==> config.mk <==
export PLATFORM = sky130hd
export DESIGN_NAME = frame_draw_sequencer
export DESIGN_NICKNAME = d
export VERILOG_FILES = /design/src/rtl/frame_draw_sequencer.sv
export SDC_FILE = /design/constraint.sdc
export NUM_CORES = 1
export LEC_CHECK = 0
export ABC_CLOCK_PERIOD_IN_PS = 2140
export BUFFER_PORTS_ARGS = -buffer_cell sky130_fd_sc_hd__buf_2
export CAP_MARGIN = 20
export CORE_MARGIN = 3
export CORE_UTILIZATION = 53
export CTS_CLUSTER_SIZE = 24
export DETAILED_ROUTE_END_ITERATION = 8
export PLACE_DENSITY_LB_ADDON = 0.1
export SETUP_SLACK_MARGIN = 0.2
export SYNTH_ARGS = -nofsm -noshare
export SYNTH_HDL_FRONTEND = slang
export SYNTH_SLANG_ARGS = --single-unit
==> constraint.sdc <==
create_clock -name i_clk -period 2.14 [get_ports i_clk]
set_input_delay 0.214 -clock i_clk [delete_from_list [all_inputs] [get_ports i_clk]]
set_output_delay 0.214 -clock i_clk [all_outputs]
set_load 0.03 [all_outputs]
==> src/rtl/frame_draw_sequencer.sv <==
// Per-frame owner of the VGA write port: rasters background (black / piano ROM), then hands the port to the note drawer.
// Plots appear one cycle after issue (ROM data arrives in that same cycle); no backpressure, one pixel per cycle.
module frame_draw_sequencer #(
    parameter int SCREEN_W     = 160,
    parameter int SCREEN_H     = 120,
    parameter int PIANO_Y      = 92,
    parameter int FRAME_CYCLES = 833333
) (
    input  logic        i_clk,
    input  logic        i_reset,
    input  logic        i_enable,
    output logic [12:0] o_rom_addr,
    input  logic [23:0] i_rom_colour,
    input  logic        i_note_req,
    input  logic [7:0]  i_note_x,
    input  logic [7:0]  i_note_y,
    input  logic [23:0] i_note_colour,
    input  logic        i_note_done,
    output logic        o_note_ack,
    output logic        o_note_start,
    output logic [7:0]  o_vga_x,
    output logic [7:0]  o_vga_y,
    output logic [23:0] o_vga_colour,
    output logic        o_vga_plot,
    output logic        o_frame_busy,
    output logic        o_frame_done,
    output logic        o_frame_overrun
);
    localparam int CW = (FRAME_CYCLES > 1) ? $clog2(FRAME_CYCLES) : 1;
    localparam logic [CW-1:0] CNT_LAST  = CW'(FRAME_CYCLES - 1);
    localparam logic [7:0]    LAST_X    = 8'(SCREEN_W - 1);
    localparam logic [7:0]    LAST_Y    = 8'(SCREEN_H - 1);
    localparam logic [7:0]    PIANO_ROW = 8'(PIANO_Y);

    typedef enum logic [2:0] {S_IDLE, S_CLEAR, S_FLUSH, S_NOTES, S_DONE} state_t;

    state_t        r_state;
    logic [CW-1:0] r_tick_cnt;
    logic [7:0]    r_sx;
    logic [7:0]    r_sy;
    logic [12:0]   r_rom_addr;
    logic [7:0]    r_vga_x;
    logic [7:0]    r_vga_y;
    logic [23:0]   r_vga_colour;
    logic          r_vga_plot;
    logic          r_src_rom;
    logic          r_note_start;
    logic          r_frame_done;
    logic          r_frame_overrun;

    logic w_tick;
    logic w_note_in_range;

    assign w_tick          = i_enable && (r_tick_cnt == CNT_LAST);
    assign w_note_in_range = ({1'b0, i_note_x} < 9'(SCREEN_W)) && ({1'b0, i_note_y} < 9'(SCREEN_H));

    assign o_note_ack      = i_note_req && (r_state == S_NOTES);
    assign o_rom_addr      = r_rom_addr;
    assign o_note_start    = r_note_start;
    assign o_vga_x         = r_vga_x;
    assign o_vga_y         = r_vga_y;
    // ROM q lands in the stage-2 cycle, so piano pixels take it directly rather than a register.
    assign o_vga_colour    = r_src_rom ? i_rom_colour : r_vga_colour;
    assign o_vga_plot      = r_vga_plot;
    assign o_frame_busy    = (r_state != S_IDLE);
    assign o_frame_done    = r_frame_done;
    assign o_frame_overrun = r_frame_overrun;

    always_ff @(posedge i_clk) begin
        if (i_reset) begin
            r_state         <= S_IDLE;
            r_tick_cnt      <= '0;
            r_sx            <= '0;
            r_sy            <= '0;
            r_rom_addr      <= '0;
            r_vga_x         <= '0;
            r_vga_y         <= '0;
            r_vga_colour    <= '0;
            r_vga_plot      <= 1'b0;
            r_src_rom       <= 1'b0;
            r_note_start    <= 1'b0;
            r_frame_done    <= 1'b0;
            r_frame_overrun <= 1'b0;
        end else begin
            if (i_enable)
                r_tick_cnt <= (r_tick_cnt == CNT_LAST) ? '0 : r_tick_cnt + 1'b1;
            r_frame_overrun <= w_tick && (r_state != S_IDLE);
            r_vga_plot      <= 1'b0;
            r_src_rom       <= 1'b0;
            r_note_start    <= 1'b0;
            r_frame_done    <= 1'b0;

            case (r_state)
                S_IDLE: begin
                    if (w_tick) begin
                        r_state    <= S_CLEAR;
                        r_sx       <= '0;
                        r_sy       <= '0;
                        r_rom_addr <= '0;
                    end
                end
                S_CLEAR: begin
                    r_vga_x      <= r_sx;
                    r_vga_y      <= r_sy;
                    r_vga_colour <= '0;
                    r_vga_plot   <= 1'b1;
                    r_src_rom    <= (r_sy >= PIANO_ROW);
                    if (r_sy >= PIANO_ROW)
                        r_rom_addr <= r_rom_addr + 13'd1;
                    if (r_sx == LAST_X) begin
                        r_sx <= '0;
                        if (r_sy == LAST_Y) begin
                            r_state      <= S_FLUSH;
                            r_note_start <= 1'b1;
                        end else begin
                            r_sy <= r_sy + 8'd1;
                        end
                    end else begin
                        r_sx <= r_sx + 8'd1;
                    end
                end
                S_FLUSH: r_state <= S_NOTES;
                S_NOTES: begin
                    r_vga_x      <= i_note_x;
                    r_vga_y      <= i_note_y;
                    r_vga_colour <= i_note_colour;
                    r_vga_plot   <= i_note_req && w_note_in_range;
                    if (i_note_done) begin
                        r_state      <= S_DONE;
                        r_frame_done <= 1'b1;
                    end
                end
                S_DONE:  r_state <= S_IDLE;
                default: r_state <= S_IDLE;
            endcase
        end
    end
endmodule
Word-level counts from Yosys, hierarchy flattened
Cells that the tools add are included.
Widths: inputs -> output; s select.
{"block": "word_totals", "elab_cells": 73, "ff_bits": 97}
{"block": "classes", "eq_ne": 12, "muxes": 22, "bitwise": 3, "n_addsub": 4, "n_lt_le_gt_ge": 3, "reduce_logical": 16}
{"cell": "$pmux 8 s2", "n": 4}
{"cell": "$pmux 24 s2", "n": 1}
{"cell": "$mux 8", "n": 4}
{"cell": "$mux 13", "n": 2}
{"cell": "$pmux 13 s2", "n": 1}
{"cell": "$mux 24", "n": 1}
{"cell": "$add 20x1->20 const B", "n": 1}
{"cell": "$eq 20x20->1 const B", "n": 1}
{"cell": "$mux 20", "n": 1}
{"cell": "$add 8x1->8 const B", "n": 2}
{"cell": "$add 13x1->13 const B", "n": 1}
{"cell": "$mux 3", "n": 4}
{"cell": "$ne 2x2->1 const B", "n": 6}
{"cell": "$pmux 3 s4", "n": 1}
{"cell": "$eq 8x7->1 const B", "n": 1}
{"cell": "$eq 8x8->1 const B", "n": 1}
{"cell": "$ge 8x7->1 const B", "n": 1}
{"cell": "$lt 8x7->1 const B", "n": 1}
{"cell": "$lt 8x8->1 const B", "n": 1}
{"cell": "$reduce_and 4->1", "n": 2}
{"cell": "$eq 3x2->1 const B", "n": 2}
{"cell": "$logic_and 1x1->1", "n": 5}
{"cell": "$reduce_bool 2->1", "n": 2}
{"cell": "$reduce_or 2->1", "n": 2}
{"cell": "other kinds (9)", "n": 12}

Depth between registers and ports, before layout
Gate-level depths: netlist of the first run.
{"block": "logic_depth", "depth_word": 4, "depth_mapped": 8, "ltp_nobuf": 7}

Least setup slack after synthesis of the first run
No wires, ideal clock.
{"block": "synth_path", "path_type": "reg2reg", "start": "register r_state[2]", "end": "register r_sy[3]", "arrival_time_ns": 1.785, "setup_slack_ns": 0.223, "setup_ns": 0.131, "t_required_ns": 2.009, "n_path_buf": 0, "path_stages_with_launch": 6, "path_cell_list": "dfxtp_1 > or3_4 > nor4b_4 > a21boi_2 > o311ai_2 > o41ai_2"}
{"block": "synth_between", "elab_chain_len": 3}
{"element": "start: declaration", "line": "37", "source": "state_t r_state;"}
{"element": "start signal: assignment", "line": "71", "source": "r_state <= S_IDLE;"}
{"element": "start signal: assignment", "line": "96", "source": "r_state <= S_CLEAR;"}
{"element": "start signal: assignment", "line": "113", "source": "r_state <= S_FLUSH;"}
{"element": "$eq 3x1->1 or $logic_not 3->1 (tied branches)", "line": "93", "source": "case (r_state)"}
{"element": "$ne 2x2->1 (no line) or $reduce_bool 2->1 (tied branches)"}
{"element": "$reduce_and 4->1 (no line)"}
{"element": "end signal: assignment", "line": "116", "source": "r_sy <= r_sy + 8'd1;"}
{"element": "end: declaration", "line": "40", "source": "logic [7:0] r_sy;"}
Parallel ways exist; a longest one is shown, timed or not.
A chain may end at the register's enable or synchronous reset.

Worst setup path after layout of the first run
{"block": "layout_path", "start": "register r_sx[1]", "end": "register r_sy[7]"}
{"block": "layout_between", "elab_chain_len": 3}
{"element": "start: declaration", "line": "39", "source": "logic [7:0] r_sx;"}
{"element": "start signal: assignment", "line": "119", "source": "r_sx <= r_sx + 8'd1;"}
{"element": "$eq 8x8->1", "line": "110", "source": "if (r_sx == LAST_X) begin"}
{"element": "$ne 2x2->1 (no line)"}
{"element": "$reduce_and 4->1 (no line)"}
Every way passes these cells.

==> impl_results.md, run 1 <==
- Run status: finished, final reports clean
- CP max-delay cell: or3_1
- Syn Inst Count: 544
- Max clock buf depth: 2
- CTS tree: built
- Pwr Density: 621.2 nW/um^2
- Post-layout min period: between 2000 and 2500 ps
- Worst slack, placed: 70.99 ps
- Power consumption: 3745 uW
- Max-cap violations: 0
- Setup CP Type: flop to flop
- GR peak layer: met2
- Sequential Area: 1958 um^2
- CTS buffer count: 9
- H-tree depth: 3
- Width of the chip: around 100 um
- Root buf cell: clkbuf_8
- Fin. Hold Viols: 0
- Max incr delay on CP: 380 ps
- Initial core utilization: between 50% and 60%
- CP Capture Type: flop
- Crit path depth: 8
- Post-route ant nets: 0
- Vias post-DR: 4516
- Grt met3 use: 4.726%
- CP Launch Type: flop
- Grt ovf: 0
- DR pass1 iterations: 5
- PortBufs: around 130
- Multi-input gate area: 2775 um^2
- Clock Sinks: 97
- TNS Setup: 0 ps
- Largest family of logic cells by synthesized area: simple AND/OR/NAND/NOR gates
- Initial antenna violation count: 0
- Iter 0 DRT Violations: between 150 and 200
- HPWL after DPL: around 8.6 mm
- GRT met2 Usage: 42.56%
- Post-synthesis simple-gate area fraction: between 20% and 30%
- Fin. max-slew vios: 0
- Hold/Removal Path Class: input port to flop
- Post-route clock period utilization: 93.72%
- Reg2reg start: r_sx[1]
- CP Cell Sequence: ha_4 > nand4_1 > buf_4 > nor4b_4 > buf_4 > nand4_1 > or3_1 > a21oi_2
- Count leader, synth: dfxtp_1
- Mapped cell area: 4711 um^2
- Post-layout net count: 752
- GPL Wtd Cong: approximately 0.87
- Syn Area/Cell: around 8.7 um^2
- CP bufs+invs: 2
- Post-synth EDFFs: 0
- Area share of xor/xnor cells in the synthesized design: 3.347%
- Area delta synth->final: 27.97%
- Layout cell share with drive strength beyond 1: 35.63%
- Most frequently used flop master after synthesis: dfxtp_1
- Final setup fails: 0
- Slew of the pin with the lowest slew margin: 600.9 ps
- Via-per-instance ratio: 5.738
- Fin util: 71.57%
- Sequential fraction of the synthesis area: ~41%
- Maximum fanout along the worst path: 4
- DRT Wirelength: 12.41 mm
- # DRC: 0
- Commonest cells post-synth: dfxtp_1, nand2_1, nor2_1
- Hold Path Depth: 3
- Antenna Cells: 0
- Clock Latency Late Sink: 370 ps
- Required time worst endpoint: 2440 ps
- Synth Area in Adders: 1.594%
- #FFs+latches synth: 97
- Worst hold start: i_note_colour[20]
- Synth top area share: 41.22%
- Synth area leaders: dfxtp_1, mux2_2, nand3_1
- Setup Skew: 14.27 ps
- Core area: 8423 um^2
- Die Height: 100.3 um
- Pin count of the biggest net entering global routing: between 50 and 60
- Leak Pwr: between 0.002 and 0.0025 uW
- Final WS setup: between 100 and 150 ps
- CP arrival: 2310 ps
- Io pins: 128
- WL per Instance: 15.77 um
- First-pass GRT wire length: slightly below 20 mm
- RSZ-0062 raised after global routing: yes
- Compound-cell area share of the yosys netlist: 16.04%
- Clock transition at the registers of the reported paths: 110 ps
- Vias in the first global route: 4248
- Max Freq: 498.6 MHz
- Synthesized Nets: between 600 and 700
- Die area: 10060 um^2
- Post-synthesis mux area share: 9.801%
- Filler cells: 667
- Peak VDD IR: 0.4016 mV
- Hold_ws: roughly 96 ps
- Std-Cell Rows: 33
- Top Family by Delay on Critical Path: simple AND/OR/NAND/NOR gates
- Crit path from: r_sx[1]
- Grt met1 use: between 20 and 30%
- Post-synth ARST share: 0%
- Total GRT Usage: between 20% and 30%
- Distinct cells, synth: 55
- Reg2reg path depth: 8
- Area leader, netlist: dfxtp_1
- Worst slew margin: 59.57%
- Warnings from Yosys: 0
## path summary, 6_finish.rpt
kind	slack [ps]	end
max reg2reg	130	r_sy[7]
max	130	r_sy[7]
min	100	r_vga_colour[20]
min reg2reg	450	r_vga_colour[10]
## metrics by stage
step / instances / instance area [um^2]
2_1_floorplan: 544 / 4711
3_3_place_gp: 761 / 5513
3_5_place_dp: 761 / 5513
4_1_cts: 782 / 5853
5_1_grt: 787 / 6028
6_report: 787 / 6028
## layout make-up
type	count	share of cell area, %
well taps	105	2.179
clock buffers	9	2.055
multi-input cells	399	46.04
flip-flops and latches	97	32.48
inverters	13	0.8095
repair buffers	157	14.67
clock inverters	7	1.764
## flip-flops by register name (all words and copies together) (netlist names), 3 cells and up
name / flops
o_rom_addr: 13
o_vga_x: 8
o_vga_y: 8
r_state: 3
r_sx: 8
r_sy: 8
r_tick_cnt: 20
r_vga_colour: 24
## cells in the final DEF, fill, tap and decap left out, types with 4 or more instances in the layout
cell type  synthesis  routed
ha_1               6       4
and3_1             7       7
inv_1             12      12
nand4_1           13      13
a211oi_1          18      17
nor2_1            51      51
clkbuf_8           0       9
nand3_1           45      44
xnor2_1           12      12
buf_4              0      26
dfxtp_2            0       7
dfxtp_1           97      88
a21oi_1           42      40
mux2i_1           18      18
xor2_1             6       6
mux2_2            25      25
o211a_1            4       4
nor4_1             8       7
nor3_1            15      13
o21ai_0           20      19
a31oi_1            4       4
buf_2              4     127
nand2_1           52      50
## repair_timing
action / in CTS / in global routing
hold buffers: 0 / 0
endpoints found under the hold margin: 0 / 0
pin swaps: 5 / 16
setup buffers: 5 / 5
endpoints found under the setup margin: 41 / 49
resized for setup: 18 / 28
## tightest hold or removal path, stage by stage
cell and delay, ps:
buf_2 90, nand3_1 70, a21oi_1 60
## metal layers
layer  vias to the layer above  part of all wire, %
met3                        26                  6.7
met1                      2108                   40
met5                         -                    0
met2                       159                   51
li1                       2223                    -
met4                         0                  2.3
## power by group
group | total [uW] | leakage, uW | switching, uW | internal [uW]
clock network | 1380 | 0.000117 | 696 | 682
logic | 496 | 0.00151 | 307 | 189
registers | 1870 | 0.000788 | 26.6 | 1840
total | 3740 | 0.00241 | 1030 | 2720
## kinds of logic (layout without fill, tap and decap cells)
kind of cell / after synthesis / count (layout)
simple gates: 220 / 220
compound gates: 112 / 112
flops: 97 / 97
buf+inv: 48 / 186
mux: 43 / 43
xor+xnor: 18 / 18
fa+ha+maj: 6 / 6
No activity file was read; power rests on OpenSTA's default activity.
==> inputs of run 2 (changes only) <==
--- a/config.mk
+++ b/config.mk
@@ -13,6 +13,7 @@
 export CTS_CLUSTER_SIZE = 24
 export DETAILED_ROUTE_END_ITERATION = 8
 export PLACE_DENSITY_LB_ADDON = 0.1
+export RECOVER_POWER = 25
 export SETUP_SLACK_MARGIN = 0.2
 export SYNTH_ARGS = -nofsm -noshare
 export SYNTH_HDL_FRONTEND = slang
==> constraint.sdc (replaced) <==
create_clock -name i_clk -period 2.14 [get_ports i_clk]
set_input_delay 0.428 -clock i_clk [delete_from_list [all_inputs] [get_ports i_clk]]
set_output_delay 0.428 -clock i_clk [all_outputs]
set_load 0.03 [all_outputs]
==> run 2 against run 1 <==
  * Cell count is 0.25% lower
  * Combinational power hardly changed
  * Fmax is 3.5% higher
  * Routed wire length is 1.2% lower
  * Clock power hardly changed
  * Register-to-register slack better by 70 ps
  * Global-route usage is 0.14 points lower
  * Hold slack better by 220 ps
  * Utilization is 1.3 points lower
  * Via count is 0.55% higher
  * Non-clock buffer count is 2 lower
  * Worst setup slack better by 67 ps
==> impl_results.md, run 2 (same netlist as run 1, synthesis figures left out) <==
- Die area: 10060 um^2 (unchanged)
- GPL Wtd Cong: 0.8299 (was 0.8724)
- Root buf cell: clkbuf_8 (unchanged)
- DR pass1 iterations: 4 (was 5)
- CP Cell Sequence: or4bb_4 > nor3_4 > buf_12 > a21boi_4 > o311ai_2 > o41ai_2 (was ha_4 > nand4_1 > buf_4 > nor4b_4 > buf_4 > nand4_1 > or3_1 > a21oi_2)
- Filler cells: 705 (was 667)
- Fin util: 70.23% (was 71.57%)
- Post-route clock period utilization: 90.58% (was 93.72%)
- Commonest non-fill, non-tap cells in the layout: buf_2, dfxtp_1, nor2_1 (unchanged)
- R2R setup slack: 200 ps (was 130 ps)
- Io pins: 128 (unchanged)
- CP Launch Type: flop (unchanged)
- Max incr delay on CP: 560 ps (was 380 ps)
- CTS tree: built (unchanged)
- Total GRT Usage: 23.76% (was 23.90%)
- Max clock buf depth: 2 (unchanged)
- Vias post-DR: 4541 (was 4516)
- Final setup fails: 0 (unchanged)
- Fin. max-slew vios: 0 (unchanged)
- Post-layout net count: 750 (was 752)
- Die Height: 100.3 um (unchanged)
- WL per Instance: 15.63 um (was 15.77 um)
- Pwr Density: 629.0 nW/um^2 (was 621.2 nW/um^2)
- Pin count of the biggest net entering global routing: 49 (was 53)
- Layout cell share with drive strength beyond 1: 30.74% (was 35.63%)
- Post-layout min period: 1938 ps (was 2006 ps)
- Core area: 8423 um^2 (unchanged)
- H-tree depth: 3 (unchanged)
- TNS Setup: 0 ps (unchanged)
- Clock transition at the registers of the reported paths: 100 ps (was 110 ps)
- HPWL after DPL: 8.906 mm (was 8.619 mm)
- Width of the chip: 100.3 um (unchanged)
- Maximum fanout along the worst path: 6 (was 4)
- CTS buffer count: 9 (unchanged)
- Power consumption: 3721 uW (was 3745 uW)
- Grt ovf: 0 (unchanged)
- CP Capture Type: flop (unchanged)
- Required time worst endpoint: 2390 ps (was 2440 ps)
- PortBufs: 127 (unchanged)
- Antenna Cells: 0 (unchanged)
- Post-route ant nets: 0 (unchanged)
- DRT Wirelength: 12.27 mm (was 12.41 mm)
- Max-cap violations: 0 (unchanged)
- Most common cell after layout, fill and taps aside: buf_2 (unchanged)
- Worst slew margin: 59.00% (was 59.57%)
- Initial antenna violation count: 0 (unchanged)
- Leak Pwr: 0.002258 uW (was 0.002411 uW)
- Top Family by Delay on Critical Path: simple AND/OR/NAND/NOR gates (unchanged)
- CP arrival: 2180 ps (was 2310 ps)
- Worst hold start: i_note_colour[15] (was i_note_colour[20])
- CP endpoint: r_sy[4] (was r_sy[7])
- Std-Cell Rows: 33 (unchanged)
- Slew of the pin with the lowest slew margin: 609.4 ps (was 600.9 ps)
- CP bufs+invs: 1 (was 2)
- Via-per-instance ratio: 5.785 (was 5.738)
- Area delta synth->final: 25.58% (was 27.97%)
- Iter 0 DRT Violations: 149 (was 188)
- Hold_ws: 318.1 ps (was 95.65 ps)
- Setup Skew: 11.75 ps (was 14.27 ps)
- Vias in the first global route: 4094 (was 4248)
- Crit path from: r_tick_cnt[15] (was r_sx[1])
- # DRC: 0 (unchanged)
- RSZ-0062 raised after global routing: yes (unchanged)
- Crit path depth: 6 (was 8)
- Fin. Hold Viols: 0 (unchanged)
- Run status: finished, final reports clean (unchanged)
- CP max-delay cell: or4bb_4 (was or3_1)
- Clock Latency Late Sink: 370 ps (about the same)
- First-pass GRT wire length: 19.49 mm (was 19.58 mm)
- Initial core utilization: 55.93% (unchanged)
- Max reg flops: 24 (unchanged)
- Hold_buf cts: 0 (unchanged)
- Reg-to-Reg End: r_sy[4] (was r_sy[7])
- Clock Sinks: 97 (unchanged)
- Peak VDD IR: 0.4841 mV (was 0.4016 mV)
- Reg2reg start: r_tick_cnt[15] (was r_sx[1])
- Biggest register: r_vga_colour (unchanged)
- Setup CP Type: flop to flop (unchanged)
- Max Freq: 515.9 MHz (was 498.6 MHz)
- Reg2reg path depth: 6 (was 8)
- Hold/Removal Path Class: input port to flop (unchanged)
[run 2: cell count changes in the layout (fill, tap and decap cells not counted), moves of 3 or more]
cell	before	now
o21ai_1	1	5
clkbuf_1	0	32
o21ai_0	19	15
buf_2	127	97
buf_4	26	23
[run 2: final cells by class]
class / count / area (um^2) / area share [%]
well taps: 105 / 131.4 / 2.221
multi-input cells: 399 / 2711 / 45.83
clock buffers: 11 / 141.4 / 2.390
flip-flops and latches: 97 / 1951 / 32.97
inverters: 13 / 48.80 / 0.8249
repair buffers: 155 / 845.8 / 14.30
clock inverters: 5 / 86.33 / 1.459
[run 2: how the worst min path moves through the flow]
stage	slack, ps	to	cells after the start
3_5_place_dp	450	r_vga_colour[10]	2
6_report	320	r_vga_colour[15]	3
2_1_floorplan	430	r_vga_colour[0]	2
4_1_cts	310	r_vga_colour[13]	3
3_3_place_gp	440	r_vga_colour[8]	2
5_1_grt	310	r_vga_colour[15]	3
[run 2: metal layers]
layer  part of all wire [%]  global-route usage, %  up-vias
li1                       -                      -     2228
met1                     41                  30.19     2151
met2                     51                  41.03      151
met3                    6.8                  4.587       11
met4                    1.1                  6.736        0
met5                      0                      0        -
[run 2: repair_timing]
item,4_1_cts,5_1_grt
setup endpoints to repair,67,69
buffers inserted,8,1
pin swaps,6,9
resized for setup,15,27
[run 2: worst reg2reg max path: cells and delay by family, from the launching register on]
kind / cells / cell delay (ps)
and+or+nand+nor: 2 / 770
AOI/OAI and AO/OA: 3 / 500
DFF: 1 / 400
buffers and inverters: 1 / 150
[run 2: stage by stage]
| stage | cells | cell area, um^2 | setup slack [ps] |
|---|---|---|---|
| 5_1_grt | 785 | 5916 | 97.66 |
| 3_3_place_gp | 760 | 5507 | 170.2 |
| 3_5_place_dp | 760 | 5507 | 70.09 |
| 2_1_floorplan | 544 | 4713 | 212.1 |
| 6_report | 785 | 5916 | 201.6 |
| 4_1_cts | 784 | 5859 | 174.4 |
[run 2: where the power goes]
| group | leakage (uW) | switching, uW | internal (uW) |
|---|---|---|---|
| clock network | 0.000115 | 652 | 702 |
| registers | 0.000786 | 26.6 | 1850 |
| logic | 0.00136 | 306 | 189 |
==> inputs of run 3 (changes only) <==
--- a/config.mk
+++ b/config.mk
@@ -5,6 +5,7 @@
 export SDC_FILE = /design/constraint.sdc
 export NUM_CORES = 1
 export LEC_CHECK = 0
+export ABC_AREA = 1
 export ABC_CLOCK_PERIOD_IN_PS = 2140
 export BUFFER_PORTS_ARGS = -buffer_cell sky130_fd_sc_hd__buf_2
 export CAP_MARGIN = 20
==> run 3 against run 2 <==
  * Sequential cell count did not move
  * Count of clock-buffer cells in the layout fell by 1
  * Critical path type is now flop to output pin
  * Combinational power fell by 76%
==> impl_results.md, run 3 <==
- Switching share of total power: 20.70% (was 26.46%)
- Mapped cell area: 4880 um^2 (was 4711 um^2)
- Most common cell after layout, fill and taps aside: nand2_1 (was buf_2)
- Slew of the pin with the lowest slew margin: 562.0 ps (was 609.4 ps)
- Pin count of the biggest net entering global routing: 66 (was 49)
- CTS tree: built (unchanged)
- Required time worst endpoint: 1710 ps (was 2390 ps)
- Clock transition at the registers of the reported paths: 90 ps (was 100 ps)
- # DRC: 0 (unchanged)
- Initial core utilization: 55.15% (was 55.93%)
- Final setup fails: 0 (unchanged)
- Fin util: 65.81% (was 70.23%)
- Hold_buf cts: 0 (unchanged)
- CP arrival: 1460 ps (was 2180 ps)
- DRT Wirelength: 12.59 mm (was 12.27 mm)
- Worst slack, placed: 298.1 ps (was 70.09 ps)
- Io pins: 128 (unchanged)
- Leak Pwr: 0.002341 uW (was 0.002258 uW)
- PortBufs: 127 (unchanged)
- CP Capture Type: output pin (was flop)
- Syn Area/Cell: 7.103 um^2 (was 8.660 um^2)
- Post-layout min period: 1893 ps (was 1938 ps)
- Clk network pwr share: 41.9% (was 36.4%)
- Post-route ant nets: 0 (unchanged)
- Clock Latency Late Sink: 360 ps (was 370 ps)
- Die area: 10390 um^2 (was 10060 um^2)
- TNS Setup: 0 ps (unchanged)
- Warnings from Yosys: 0 (unchanged)
- CP bufs+invs: 2 (was 1)
- Root buf cell: clkbuf_8 (unchanged)
- RSZ-0062 raised after global routing: no (was yes)
- Max Freq: 528.3 MHz (was 515.9 MHz)
- Top Family by Delay on Critical Path: simple AND/OR/NAND/NOR gates (unchanged)
- Grt ovf: 0 (unchanged)
- CP max-delay cell: dfxtp_1 (was or4bb_4)
- Switch Pwr: 687.4 uW (was 984.7 uW)
- Via-per-instance ratio: 5.315 (was 5.785)
- Synthesized Nets: 762 (was 619)
- CTS buffer count: 9 (unchanged)
- WL per Instance: 13.69 um (was 15.63 um)
- Clock Sinks: 97 (unchanged)
- Iter 0 DRT Violations: 228 (was 149)
- Initial antenna violation count: 0 (unchanged)
- Fin. Hold Viols: 0 (unchanged)
- Width of the chip: 102.0 um (was 100.3 um)
- Biggest register: r_vga_colour (unchanged)
- Peak VDD IR: 0.3420 mV (was 0.4841 mV)
- Post-layout net count: 883 (was 750)
- Total GRT Usage: 22.89% (was 23.76%)
- CP Launch Type: flop (unchanged)
- Filler cells: 828 (was 705)
- Routed met2 length: 6.096 mm (was 6.217 mm)
- Setup CP Type: flop to output pin (was flop to flop)
- Reg power frac: 54.5% (was 50.3%)
- Final WS setup: 247.2 ps (was 201.6 ps)
- Std-Cell Rows: 34 (was 33)
- First-pass GRT wire length: 19.49 mm (about the same)
- Antenna Cells: 0 (unchanged)
- Combinational Power Share: 3.5% (was 13.3%)
- Syn Inst Count: 687 (was 544)
- Layout cell share with drive strength beyond 1: 21.67% (was 30.74%)
- Hold/Removal Path Class: input port to flop (unchanged)
- Die Height: 102.0 um (was 100.3 um)
- Sequential fraction of the synthesis area: 39.79% (was 41.22%)
- Pwr Density: 570.4 nW/um^2 (was 629.0 nW/um^2)
- H-tree depth: 3 (unchanged)
- HPWL after DPL: 9.186 mm (was 8.906 mm)
- Internal: 2634 uW (was 2736 uW)
- Synth area leaders: dfxtp_1, nand2_1, a21oi_1 (was dfxtp_1, mux2_2, nand3_1)
- Maximum fanout along the worst path: 5 (was 6)
- Commonest non-fill, non-tap cells in the layout: nand2_1, buf_2, dfxtp_1 (was buf_2, dfxtp_1, nor2_1)
- Area leader, netlist: dfxtp_1 (unchanged)
- Fin. max-slew vios: 0 (unchanged)
- Post-route clock period utilization: 88.45% (was 90.58%)
- Power consumption: 3322 uW (was 3721 uW)
- Max incr delay on CP: 340 ps (was 560 ps)
- Vias in the first global route: 4446 (was 4094)
- Most frequently used flop master after synthesis: dfxtp_1 (unchanged)
- Commonest cells post-synth: nand2_1, dfxtp_1, nor2_1 (was dfxtp_1, nand2_1, nor2_1)
- Count leader, synth: nand2_1 (was dfxtp_1)
- Worst slew margin: 62.49% (was 59.00%)
- Distinct cells, synth: 40 (was 55)
- Met3 WL: 787 um (was 834 um)
- DR pass1 iterations: 5 (was 4)
- Max clock buf depth: 2 (unchanged)
- Run status: finished, final reports clean (unchanged)
- Max layer used: met4 (unchanged)
- Synth top area share: 39.79% (was 41.22%)
- Core area: 8848 um^2 (was 8423 um^2)
- Max reg flops: 24 (unchanged)
- Max-cap violations: 0 (unchanged)
- Setup Skew: 11.35 ps (was 11.75 ps)
- Post-synth ARST share: 0% (unchanged)
- Vias post-DR: 4890 (was 4541)
- WL met1: 5.531 mm (was 5.084 mm)
- #FFs+latches synth: 97 (unchanged)
- Area delta synth->final: 19.33% (was 25.58%)
- Post-synth EDFFs: 0 (unchanged)
- GPL Wtd Cong: 0.9152 (was 0.8299)
- CP Cell Sequence: inv_1 > nor2_4 > nand2_1 > nor2_1 > buf_2 (was or4bb_4 > nor3_4 > buf_12 > a21boi_4 > o311ai_2 > o41ai_2)
==> run 3: path summary, 6_finish.rpt <==
path / start / to / slack (ps) / cells after the start
worst max-delay path: r_state[0] / o_note_ack / 250 / 5
worst min-delay path: i_note_colour[19] / r_vga_colour[19] / 300 / 3
worst max register to register: r_state[0] / r_sy[0] / 370 / 9
worst min register to register: r_tick_cnt[17] / r_tick_cnt[17] / 470 / 2
==> run 3: final cells by class <==
cell class                      instances  area [um^2]  area share [%]
Multi-Input combinational cell        497         2559           43.94
Sequential cell                        97         1942           33.35
Timing Repair Buffer                  140        718.2           12.33
Inverter                               63        236.5           4.061
Tap cell                              108        135.1           2.321
Clock buffer                           10        127.6           2.192
Clock inverter                          5        105.1           1.805
==> run 3: repair_timing <==
item                       CTS  global route
gates resized for setup      1             4
setup endpoints to repair   24            22
hold endpoints to repair     0             0
buffers inserted             0             3
pin swaps                    0             1
==> run 3: layer usage <==
metal	track usage [%]	up-vias
li1	-	2474
met3	3.345	20
met5	0	-
met1	28.80	2215
met2	39.99	181
met4	8.174	0
==> run 3: kinds of logic (layout without fill, tap and decap cells) <==
| logic type | Yosys count | in the layout | share of synthesized area (%) |
|---|---|---|---|
| and+or+nand+nor | 360 | 360 | 32.13 |
| DFF | 97 | 97 | 39.79 |
| AOI/OAI and AO/OA | 93 | 93 | 10.49 |
| buffers and inverters | 93 | 218 | 7.974 |
| muxes | 25 | 25 | 5.744 |
| xor gates and xnor gates | 13 | 13 | 2.333 |
| adders and majority gates | 6 | 6 | 1.538 |
==> run 3: per-stage QoR <==
| step | cells | cell area [um^2] | hold slack, ps |
|---|---|---|---|
| after global routing | 920 | 5823 | 310.3 |
| after floorplan | 687 | 4880 | 439.2 |
| after CTS | 917 | 5822 | 294.2 |
| after detailed placement | 902 | 5585 | 453.2 |
| after global placement | 902 | 5585 | 447.5 |
| final | 920 | 5823 | 301.4 |
==> run 3: power by group through the flow <==
stage	clock (uW)	combinational (uW)	sequential, uW
final	1390	117	1810
after global routing	1490	130	1810
after CTS	1410	117	1810
after detailed placement	0	117	1850
after global placement	0	116	1850
after floorplan	0	42.1	1850
==> run 3: tightest hold or removal path: stages <==
cell	delay [ps]
buf_2	90
nand2_1	50
a21oi_1	50
